## src/rtl/l2c_cout_sched_pkg.sv

```systemverilog
// l2c_cout_sched_pkg
//   Shared constants, types and helpers for the L2 cache core-out scheduler.
//   Channel index constants name the fixed requesters; the width constants
//   stand in for the core-wide uid/data widths.
package l2c_cout_sched_pkg;

    localparam logic ENABLE  = 1'b1;
    localparam logic DISABLE = 1'b0;

    localparam int CORE_UID_W    = 8;
    localparam int CORE_DATA_W   = 32;

    localparam int L2C_SCHED_NCH = 4;
    localparam int L2C_CH_CBUS   = 0;
    localparam int L2C_CH_XU     = 1;

    typedef enum logic {
        ST_UNLOCKED = 1'b0,
        ST_LOCKED   = 1'b1
    } sched_state_e;

    // Channel after idx, wrapping at nch so indices >= nch never appear.
    function automatic int next_ch(input int idx, input int nch);
        return (idx + 1 >= nch) ? 0 : idx + 1;
    endfunction

endpackage

```

## src/rtl/l2c_cout_sched_if.sv

```systemverilog
// l2c_cout_sched_if
//   Requester-side and core-out-side signals of the scheduler.
//   master : requesters + downstream (drives req*, stall; sees ack, beat out)
//   slave  : the scheduler itself
//   req/req_uid/req_data/req_last : per-channel beat offer (flattened, channel
//                                   i at [i*W +: W])
//   ack                           : one-hot beat accepted (combinational)
//   grnt_idx/locked               : current/last owner, burst in progress
//   stall                         : downstream back-pressure
//   rdy/uid/data/last             : registered output beat
interface l2c_cout_sched_if #(
    parameter int NCH    = 4,
    parameter int UID_W  = 8,
    parameter int DATA_W = 32,
    parameter int IDX_W  = 3
);
    logic [NCH-1:0]        req;
    logic [NCH*UID_W-1:0]  req_uid;
    logic [NCH*DATA_W-1:0] req_data;
    logic [NCH-1:0]        req_last;
    logic [NCH-1:0]        ack;
    logic [IDX_W-1:0]      grnt_idx;
    logic                  locked;
    logic                  stall;
    logic                  rdy;
    logic [UID_W-1:0]      uid;
    logic [DATA_W-1:0]     data;
    logic                  last;

    modport master (
        output req, req_uid, req_data, req_last, stall,
        input  ack, grnt_idx, locked, rdy, uid, data, last
    );

    modport slave (
        input  req, req_uid, req_data, req_last, stall,
        output ack, grnt_idx, locked, rdy, uid, data, last
    );
endinterface

```

## src/rtl/l2c_cout_sched_arb.sv

```systemverilog
// arb_nch_rr_lock
//   Combinational round-robin winner search with burst lock.
//   req    : per-channel requests
//   ptr    : highest-priority channel when unlocked
//   locked : burst in progress; only owner may win
//   owner  : channel holding the burst
//   grant  : one-hot winner, zero when nobody eligible requests
module arb_nch_rr_lock #(
    parameter int NCH   = 4,
    parameter int IDX_W = 3
) (
    input  logic [NCH-1:0]   req,
    input  logic [IDX_W-1:0] ptr,
    input  logic             locked,
    input  logic [IDX_W-1:0] owner,
    output logic [NCH-1:0]   grant
);

    logic found;

    // NOTE: every variable written here gets a default first so no path
    // leaves it unassigned, which would otherwise infer a latch.
    always_comb begin
        grant = '0;
        found = 1'b0;
        if (locked) begin
            for (int i = 0; i < NCH; i++) begin
                if (owner == IDX_W'(i)) grant[i] = req[i];
            end
        end else begin
            // Visit ptr, ptr+1, ... modulo NCH; the first requester wins.
            for (int k = 0; k < NCH; k++) begin
                for (int i = 0; i < NCH; i++) begin
                    if (!found && req[i] && ((int'(ptr) + k) % NCH == i)) begin
                        grant[i] = 1'b1;
                        found    = 1'b1;
                    end
                end
            end
        end
    end

endmodule

```

## src/rtl/l2c_cout_sched.sv

```systemverilog
// l2c_cout_sched
//   N-channel scheduler for the L2 core-out return path. Round-robin between
//   requesters, a multi-beat transfer keeps the bus until its last beat, and
//   a registered output stage honours downstream stall.
//   clk, rst : clock, asynchronous active-high reset
//   bus      : l2c_cout_sched_if slave (requests in, ack/status/beat out)
module l2c_cout_sched
    import l2c_cout_sched_pkg::*;
#(
    parameter int NCH    = L2C_SCHED_NCH,
    parameter int UID_W  = CORE_UID_W,
    parameter int DATA_W = CORE_DATA_W,
    parameter int IDX_W  = 3
) (
    input  logic                clk,
    input  logic                rst,
    l2c_cout_sched_if.slave     bus
);

    sched_state_e      state, state_nxt;
    logic [IDX_W-1:0]  ptr, ptr_nxt;
    logic [IDX_W-1:0]  grnt_q, grnt_nxt;
    logic [NCH-1:0]    grant;
    logic [IDX_W-1:0]  win_idx;
    logic [UID_W-1:0]  win_uid;
    logic [DATA_W-1:0] win_data;
    logic              win_last;
    logic              take, fire;
    logic              rdy_q, last_q;
    logic [UID_W-1:0]  uid_q;
    logic [DATA_W-1:0] data_q;

    arb_nch_rr_lock #(.NCH(NCH), .IDX_W(IDX_W)) u_arb (
        .req    (bus.req),
        .ptr    (ptr),
        .locked (state == ST_LOCKED),
        .owner  (grnt_q),
        .grant  (grant)
    );

    // A beat can enter the output stage if it is empty or draining now.
    // Reset forces ack low even though the arbiter still sees requests.
    assign take    = !rdy_q || !bus.stall;
    assign fire    = take && !rst && (|grant);
    assign bus.ack = fire ? grant : '0;

    // Mux the winning channel's beat with constant indices.
    always_comb begin
        win_idx  = '0;
        win_uid  = '0;
        win_data = '0;
        win_last = 1'b0;
        for (int i = 0; i < NCH; i++) begin
            if (grant[i]) begin
                win_idx  = IDX_W'(i);
                win_uid  = bus.req_uid[i*UID_W +: UID_W];
                win_data = bus.req_data[i*DATA_W +: DATA_W];
                win_last = bus.req_last[i];
            end
        end
    end

    // Next state. In LOCKED the arbiter only grants the owner, so win_idx
    // equals grnt_q and the same update covers both states.
    always_comb begin
        state_nxt = state;
        ptr_nxt   = ptr;
        grnt_nxt  = grnt_q;
        if (fire) begin
            grnt_nxt = win_idx;
            if (win_last) begin
                state_nxt = ST_UNLOCKED;
                ptr_nxt   = IDX_W'(next_ch(int'(win_idx), NCH));
            end else begin
                state_nxt = ST_LOCKED;
            end
        end
    end

    // NOTE: sequential state uses non-blocking assignments so every register
    // samples pre-edge values regardless of statement order.
    always_ff @(posedge clk or posedge rst) begin
        if (rst) begin
            state  <= ST_UNLOCKED;
            ptr    <= '0;
            grnt_q <= '0;
        end else begin
            state  <= state_nxt;
            ptr    <= ptr_nxt;
            grnt_q <= grnt_nxt;
        end
    end

    // Output stage: load on fire, drop rdy when the beat drains with nothing
    // behind it, otherwise hold (covers rdy && stall).
    always_ff @(posedge clk or posedge rst) begin
        if (rst) begin
            rdy_q  <= DISABLE;
            uid_q  <= '0;
            data_q <= '0;
            last_q <= 1'b0;
        end else if (fire) begin
            rdy_q  <= ENABLE;
            uid_q  <= win_uid;
            data_q <= win_data;
            last_q <= win_last;
        end else if (!bus.stall) begin
            rdy_q  <= DISABLE;
        end
    end

    assign bus.rdy      = rdy_q;
    assign bus.uid      = uid_q;
    assign bus.data     = data_q;
    assign bus.last     = last_q;
    assign bus.grnt_idx = grnt_q;
    assign bus.locked   = (state == ST_LOCKED);

endmodule

```

## src/flat_wrapper.sv

```systemverilog
// flat-port wrapper written by rule: the top's interface ports become plain ports
module l2c_cout_sched_flat import l2c_cout_sched_pkg::*;
#(
    parameter int NCH    = L2C_SCHED_NCH,
    parameter int UID_W  = CORE_UID_W,
    parameter int DATA_W = CORE_DATA_W,
    parameter int IDX_W  = 3
)
  (clk, rst, bus_req, bus_req_uid, bus_req_data, bus_req_last, bus_stall, bus_ack, bus_grnt_idx, bus_locked, bus_rdy, bus_uid, bus_data, bus_last);
  l2c_cout_sched_if #(.NCH(NCH), .UID_W(UID_W), .DATA_W(DATA_W), .IDX_W(IDX_W)) bus_i ();
  input  logic clk;
  input  logic rst;
  input wire logic [$bits(bus_i.req)-1:0] bus_req;
  input wire logic [$bits(bus_i.req_uid)-1:0] bus_req_uid;
  input wire logic [$bits(bus_i.req_data)-1:0] bus_req_data;
  input wire logic [$bits(bus_i.req_last)-1:0] bus_req_last;
  input wire logic [$bits(bus_i.stall)-1:0] bus_stall;
  output wire logic [$bits(bus_i.ack)-1:0] bus_ack;
  output wire logic [$bits(bus_i.grnt_idx)-1:0] bus_grnt_idx;
  output wire logic [$bits(bus_i.locked)-1:0] bus_locked;
  output wire logic [$bits(bus_i.rdy)-1:0] bus_rdy;
  output wire logic [$bits(bus_i.uid)-1:0] bus_uid;
  output wire logic [$bits(bus_i.data)-1:0] bus_data;
  output wire logic [$bits(bus_i.last)-1:0] bus_last;
  assign bus_i.req = bus_req;
  assign bus_i.req_uid = bus_req_uid;
  assign bus_i.req_data = bus_req_data;
  assign bus_i.req_last = bus_req_last;
  assign bus_i.stall = bus_stall;
  assign bus_ack = bus_i.ack;
  assign bus_grnt_idx = bus_i.grnt_idx;
  assign bus_locked = bus_i.locked;
  assign bus_rdy = bus_i.rdy;
  assign bus_uid = bus_i.uid;
  assign bus_data = bus_i.data;
  assign bus_last = bus_i.last;
  l2c_cout_sched #(.NCH(NCH), .UID_W(UID_W), .DATA_W(DATA_W), .IDX_W(IDX_W)) u_core (.clk(clk), .rst(rst), .bus(bus_i));
endmodule
```

## config.mk

```make
export PLATFORM = sky130hd
export DESIGN_NAME = l2c_cout_sched_flat
export DESIGN_NICKNAME = d
export VERILOG_FILES = /design/src/rtl/l2c_cout_sched_pkg.sv /design/src/rtl/l2c_cout_sched_if.sv /design/src/rtl/l2c_cout_sched_arb.sv /design/src/rtl/l2c_cout_sched.sv /design/src/flat_wrapper.sv
export SDC_FILE = /design/constraint.sdc
export NUM_CORES = 1
export LEC_CHECK = 0
export ABC_AREA = 1
export BUFFER_PORTS_ARGS = -buffer_cell sky130_fd_sc_hd__buf_2
export CAP_MARGIN = 20
export CORE_MARGIN = 10
export CORE_UTILIZATION = 45
export DETAILED_ROUTE_END_ITERATION = 10
export HOLD_SLACK_MARGIN = 0.06
export PLACE_DENSITY = 0.95
export REMOVE_ABC_BUFFERS = 1
export SYNTH_ARGS = -nofsm -noshare
export SYNTH_HDL_FRONTEND = slang
export SYNTH_SLANG_ARGS = --single-unit
export TNS_END_PERCENT = 100
```

## constraint.sdc

```tcl
create_clock -name clk -period 4.8 [get_ports clk]
set_clock_uncertainty 0.15 [all_clocks]
set_input_delay 0.96 -clock clk [delete_from_list [all_inputs] [get_ports clk]]
set_output_delay 0.96 -clock clk [all_outputs]
set_load 0.03 [all_outputs]
```

* Word level (Yosys, flattened, before mapping) *
Index checks and enable logic that the tools add are counted.

storage, ports and cells
  register bits = 48
  word-level logic and storage cells = 163

cells by class
  $add $sub $neg = 4
  order comparisons = 1
  equality and inequality tests = 16
  mux-type cells = 70
  bitwise operators = 3
  reductions and logical operators = 62

operator list
  operator                                                                  count
  32-bit logical NOT                                                        4
  32-bit 2-to-1 mux                                                         4
  1-bit 2-to-1 mux                                                          57
  1-bit logical AND                                                         33
  8-bit 2-to-1 mux                                                          4
  3-bit equality test (second input constant)                               6
  1-bit logical NOT                                                         18
  3-bit by 2-bit equality test with 1-bit output (second input constant)    5
  4-bit 2-to-1 mux                                                          2
  2-bit 2-to-1 mux                                                          3
  2-bit OR reduction                                                        3
  2-bit adder (second input constant)                                       2
  2-bit equality test (second input constant)                               2
  4-bit OR reduction                                                        1
  2-bit by 1-bit adder with 3-bit output (second input constant)            1
  1-bit AND (first input constant)                                          3
  3-bit by 1-bit equality test with 1-bit output (second input constant)    1
  3-bit >= comparator (second input constant)                               1
  3-bit logical NOT                                                         1
  2-bit by 1-bit adder with 2-bit output (second input constant)            1
  2-bit by 1-bit equality test with 1-bit output (second input constant)    1
  2-bit by 1-bit inequality test with 1-bit output (second input constant)  1
  2-bit AND reduction                                                       1
  1-bit logical OR                                                          1

* Longest topological paths before layout *
  depth in word-level cells = 85
  depth in mapped cells = 19

* By module *
A second synthesis with hierarchy kept.

unflattened totals
  cell total of the unflattened synthesis = 646
  area, all modules = 3865.0 um2

modules (own cells, without submodules)
  module           times used  cells each  area each (um2)
  l2c_cout_sched   1           576         3494.6
  arb_nch_rr_lock  1           70          370.4

* Least setup slack after synthesis *
Ideal clock, no wire load.

  path kind = input -> output
  start = input bus_req[1]
  end = output bus_ack[1]
  data arrival time = 3162 ps
  required time = 3690 ps
  path slack = 528 ps
  cell stages on the path = 18
  cell sequence = clkbuf_1 > nand3_1 > nand3_2 > nor2_4 > nand4_2 > nor2_4 > nand4_1 > nor2_2 > nand4_1 > nand2_1 > nand2_1 > nand2_1 > nor2_1 > nand2_1 > nand2_2 > buf_6 > buf_6 > a21oi_1

on the way
  word-level cells in the longest chain between the ends = 77

RTL lines
  item                            RTL line                  text
  start, declared                 flat_wrapper.sv:13        input wire logic [$bits(bus_i.req)-1:0] bus_req;
  1-bit logical AND (2 in a row)  l2c_cout_sched_arb.sv:34  if (!found && req[i] && ((int'(ptr) + k) % NCH == i)) begin
  1-bit 2-to-1 mux                l2c_cout_sched_arb.sv:34
  1-bit 2-to-1 mux                l2c_cout_sched_arb.sv:26  if (locked) begin
  1-bit logical NOT               l2c_cout_sched_arb.sv:34
  1-bit logical AND (2 in a row)  l2c_cout_sched_arb.sv:34
  1-bit 2-to-1 mux                l2c_cout_sched_arb.sv:34
  1-bit 2-to-1 mux                l2c_cout_sched_arb.sv:26
  1-bit logical NOT               l2c_cout_sched_arb.sv:34
  [... 58 more ...]               -
  1-bit 2-to-1 mux                l2c_cout_sched_arb.sv:26
  1-bit logical NOT               l2c_cout_sched_arb.sv:34
  1-bit logical AND (2 in a row)  l2c_cout_sched_arb.sv:34
  1-bit 2-to-1 mux                l2c_cout_sched_arb.sv:34
  4-bit 2-to-1 mux *              l2c_cout_sched_arb.sv:26
  4-bit OR reduction              l2c_cout_sched.sv:44      assign fire = take && !rst && (|grant);
  1-bit logical AND               l2c_cout_sched.sv:44
  4-bit 2-to-1 mux *              l2c_cout_sched.sv:45      assign bus.ack = fire ? grant : '0;
  end, declared                   flat_wrapper.sv:18        output wire logic [$bits(bus_i.ack)-1:0] bus_ack;

Mark *: on every way between the ends. The rest lies on a longest branch, timed or not. The select of a mux whose other input is x is not followed.

* Final worst setup path *
  start = input bus_req[1]
  end = output bus_ack[2]

The elaborated chain is that of the path after synthesis.

==> impl_metrics.tcl <==
set metrics [dict create \
    die_height_um 103 \
    antenna_cells 0 \
    finalMaxSlewViolations 0 \
    hold_viol 0 \
    drc 0 \
    layout.cells.non_filler 757 \
    viasPerCell 5.18 \
    io_pins 221 \
    wire_per_inst_um 15.6 \
    r2r_end "u_core.ptr[1]" \
    min_path_cells 2 \
    grt_overflow 0 \
    tightest_slew_ns 0.585 \
    hp-class "reg2reg" \
    cts_resized 0 \
    grt_max_degree 55 \
    yosysSeqAreaShare 0.376 \
    rsz0062_at_grt "no" \
    firstDrtPassIters 6 \
    layout.nets 847 \
    synthTopCellsByArea "dfrtp_1 38%, nand2_1 23%, nand3_1 8.6%" \
    fin_setup_tns_ns 0 \
    cts.reportedPaths.clkPinSlew_ns 0.08 \
    vias 3922 \
    die_w_um 103 \
    startpoint_type "input port" \
    io_buffers 219 \
    final_cell_area_mm2 0.00433 \
    slew_headroom 0.610 \
    peakVddDrop_mv 0.270 \
    netlist_area_mm2 0.00313 \
    endpoint_kind "output port" \
    core_mm2 0.00676 \
    synth.top_cell.area_share 0.376 \
    critPathRequiredTime_ns 3.69 \
    grt_pass1_wl_mm 18.8 \
    hold_start "u_core.bus.data[18]" \
    post-route-min-period_ns 4.19 \
    dpl.hpwl_mm 9.50 \
    p_leak_nw 2.43 \
    layout_commonest_cell "buf_2" \
    cts_buffers 5 \
    htreeDepth 2 \
    max_freq_mhz 239 \
    cts_post_setup_buffers_inserted 0 \
    synthCells 471 \
    final_cell_mix "219 x buf_2, 191 x nand2_1, 54 x nand3_1, 47 x dfrtp_1, 44 x a21oi_1" \
    cts_buffer_depth 2 \
    p_per_area_mw_per_mm2 642 \
    yosysWarnings 0 \
    postRouteAntennaNets 0 \
    r2r_cells 20 \
    place_inst 748 \
    track_usage 0.217 \
    ys_ff_latch 47 \
    cts-root-buf "clkbuf_8" \
    crit_path_start "bus_req[1]" \
    critPathMaxFanout 8 \
    r2r_start "u_core.ptr[0]" \
    insertion_delay_ns 0.29 \
    p_total_mw 2.78 \
    status "finished clean" \
    core.rowCount 30 \
    drtIter0Drc 172 \
    drive_gt1_frac 0.377 \
    worstHoldEndpoint "u_core.bus.data[18]" \
    setup_viol 0 \
    finalCritPeriodShare 0.873 \
    dpl_cell_area_mm2 0.00423 \
    cap_violations 0 \
    r2r_slack_ns 1.69 \
    wl_mm 11.8 \
    dieArea_mm2 0.0107 \
    grt_pass1_vias 4104 \
    area_growth_pct 38.6 \
    synth_top_cell_by_area "dfrtp_1" \
    worst_ep_arrival_time_ns 3.08 \
    place_congestion 0.968 \
    yosysUniqueCellTypes 26 \
    cts.sinks 47 \
    cts_tree "built" \
    crit_type "in2out" \
    postCtsHoldBufs 0 \
    antenna_found_initial 0 \
    start_util 0.463 \
    syn_area_per_cell_um2 6.64 \
]
==> cells by family after synthesis <==
| family | after synthesis | share of synthesized area |
|---|---|---|
| simple gates | 275 | 0.373 |
| flops | 47 | 0.376 |
| other cells | 1 | 0.00120 |
| buf+inv | 52 | 0.0773 |
| compound gates | 96 | 0.172 |
==> how the worst max path moves through the flow <==
stage / slack, ns / cells past startpoint / endpoint
final: 0.61 / 15 / bus_ack[2]
after global placement: 0.84 / 15 / bus_ack[2]
after CTS: 0.67 / 15 / bus_ack[2]
after global routing: 0.41 / 15 / bus_ack[2]
after floorplan: -0.80 / 13 / bus_ack[1]
after detailed placement: 0.68 / 15 / bus_ack[2]
==> flip-flops by register name, indices dropped and copies added, names as in the netlist <==
signal	count
u_core.bus.data	32
u_core.bus.uid	8
u_core.bus.grnt_idx	2
u_core.ptr	2
u_core.bus.last	1
u_core.bus.locked	1
u_core.bus.rdy	1
==> per-layer routing <==
metal | GRT usage | share of wire | vias to the layer above
met5 | 0 | 0 | -
met4 | 0.0652 | 0.018 | 0
met3 | 0.0784 | 0.095 | 31
met2 | 0.390 | 0.52 | 187
met1 | 0.231 | 0.37 | 1758
li1 | - | - | 1946
==> area by class of cell <==
| cell class | instances | area, µm² |
|---|---|---|
| Inverter | 23 | 86.3 |
| Clock inverter | 1 | 5.00 |
| Fill cell | 603 | 2420 |
| Sequential cell | 47 | 1180 |
| Timing Repair Buffer | 227 | 1170 |
| Clock buffer | 7 | 76.3 |
| Multi-Input combinational cell | 372 | 1720 |
| Tap cell | 80 | 100 |
==> critical path, stage by stage <==
cell and delay (ns):
buf_2 0.15, nand3_1 0.15, nand3_2 0.11, nor2_4 0.14, nand4_2 0.14, nor2_4 0.15, nand3_1 0.11, nor2_1 0.16
nand3_1 0.16, a21oi_4 0.21, nor2_1 0.08, nand2_1 0.11, nand2_4 0.10, a21oi_1 0.14, buf_2 0.21
==> through the flow <==
step / setup WS, ns / hold slack (ns) / util
2_1_floorplan: -0.801 / 0.507 / -
6_report: 0.609 / 0.338 / 0.641
3_3_place_gp: 0.844 / 0.312 / 0.626
4_1_cts: 0.671 / 0.341 / 0.638
3_5_place_dp: 0.683 / 0.319 / 0.626
5_1_grt: 0.411 / 0.365 / 0.641
==> cells in the mapped netlist <==
cell type / number
a211oi_1: 1
a21oi_1: 44
a21oi_2: 2
a31oi_1: 2
buf_2: 16
buf_4: 1
buf_6: 3
clkbuf_1: 9
conb_1: 1
dfrtp_1: 47
inv_1: 23
nand2_1: 191
nand2_2: 3
nand3_1: 54
nand3_2: 1
nand4_1: 6
nand4_2: 1
nor2_1: 13
nor2_2: 1
nor2_4: 3
nor3_1: 1
o21ai_0: 2
o21ai_1: 32
o21ai_2: 10
o21bai_1: 3
or2_0: 1
==> power by group <==
group / total [mW] / switching (mW) / internal, mW
sequential: 0.661 / 0.0977 / 0.563
combinational: 1.89 / 1.31 / 0.590
clock: 0.225 / 0.123 / 0.102
No activity file was read; power rests on OpenSTA's default activity.
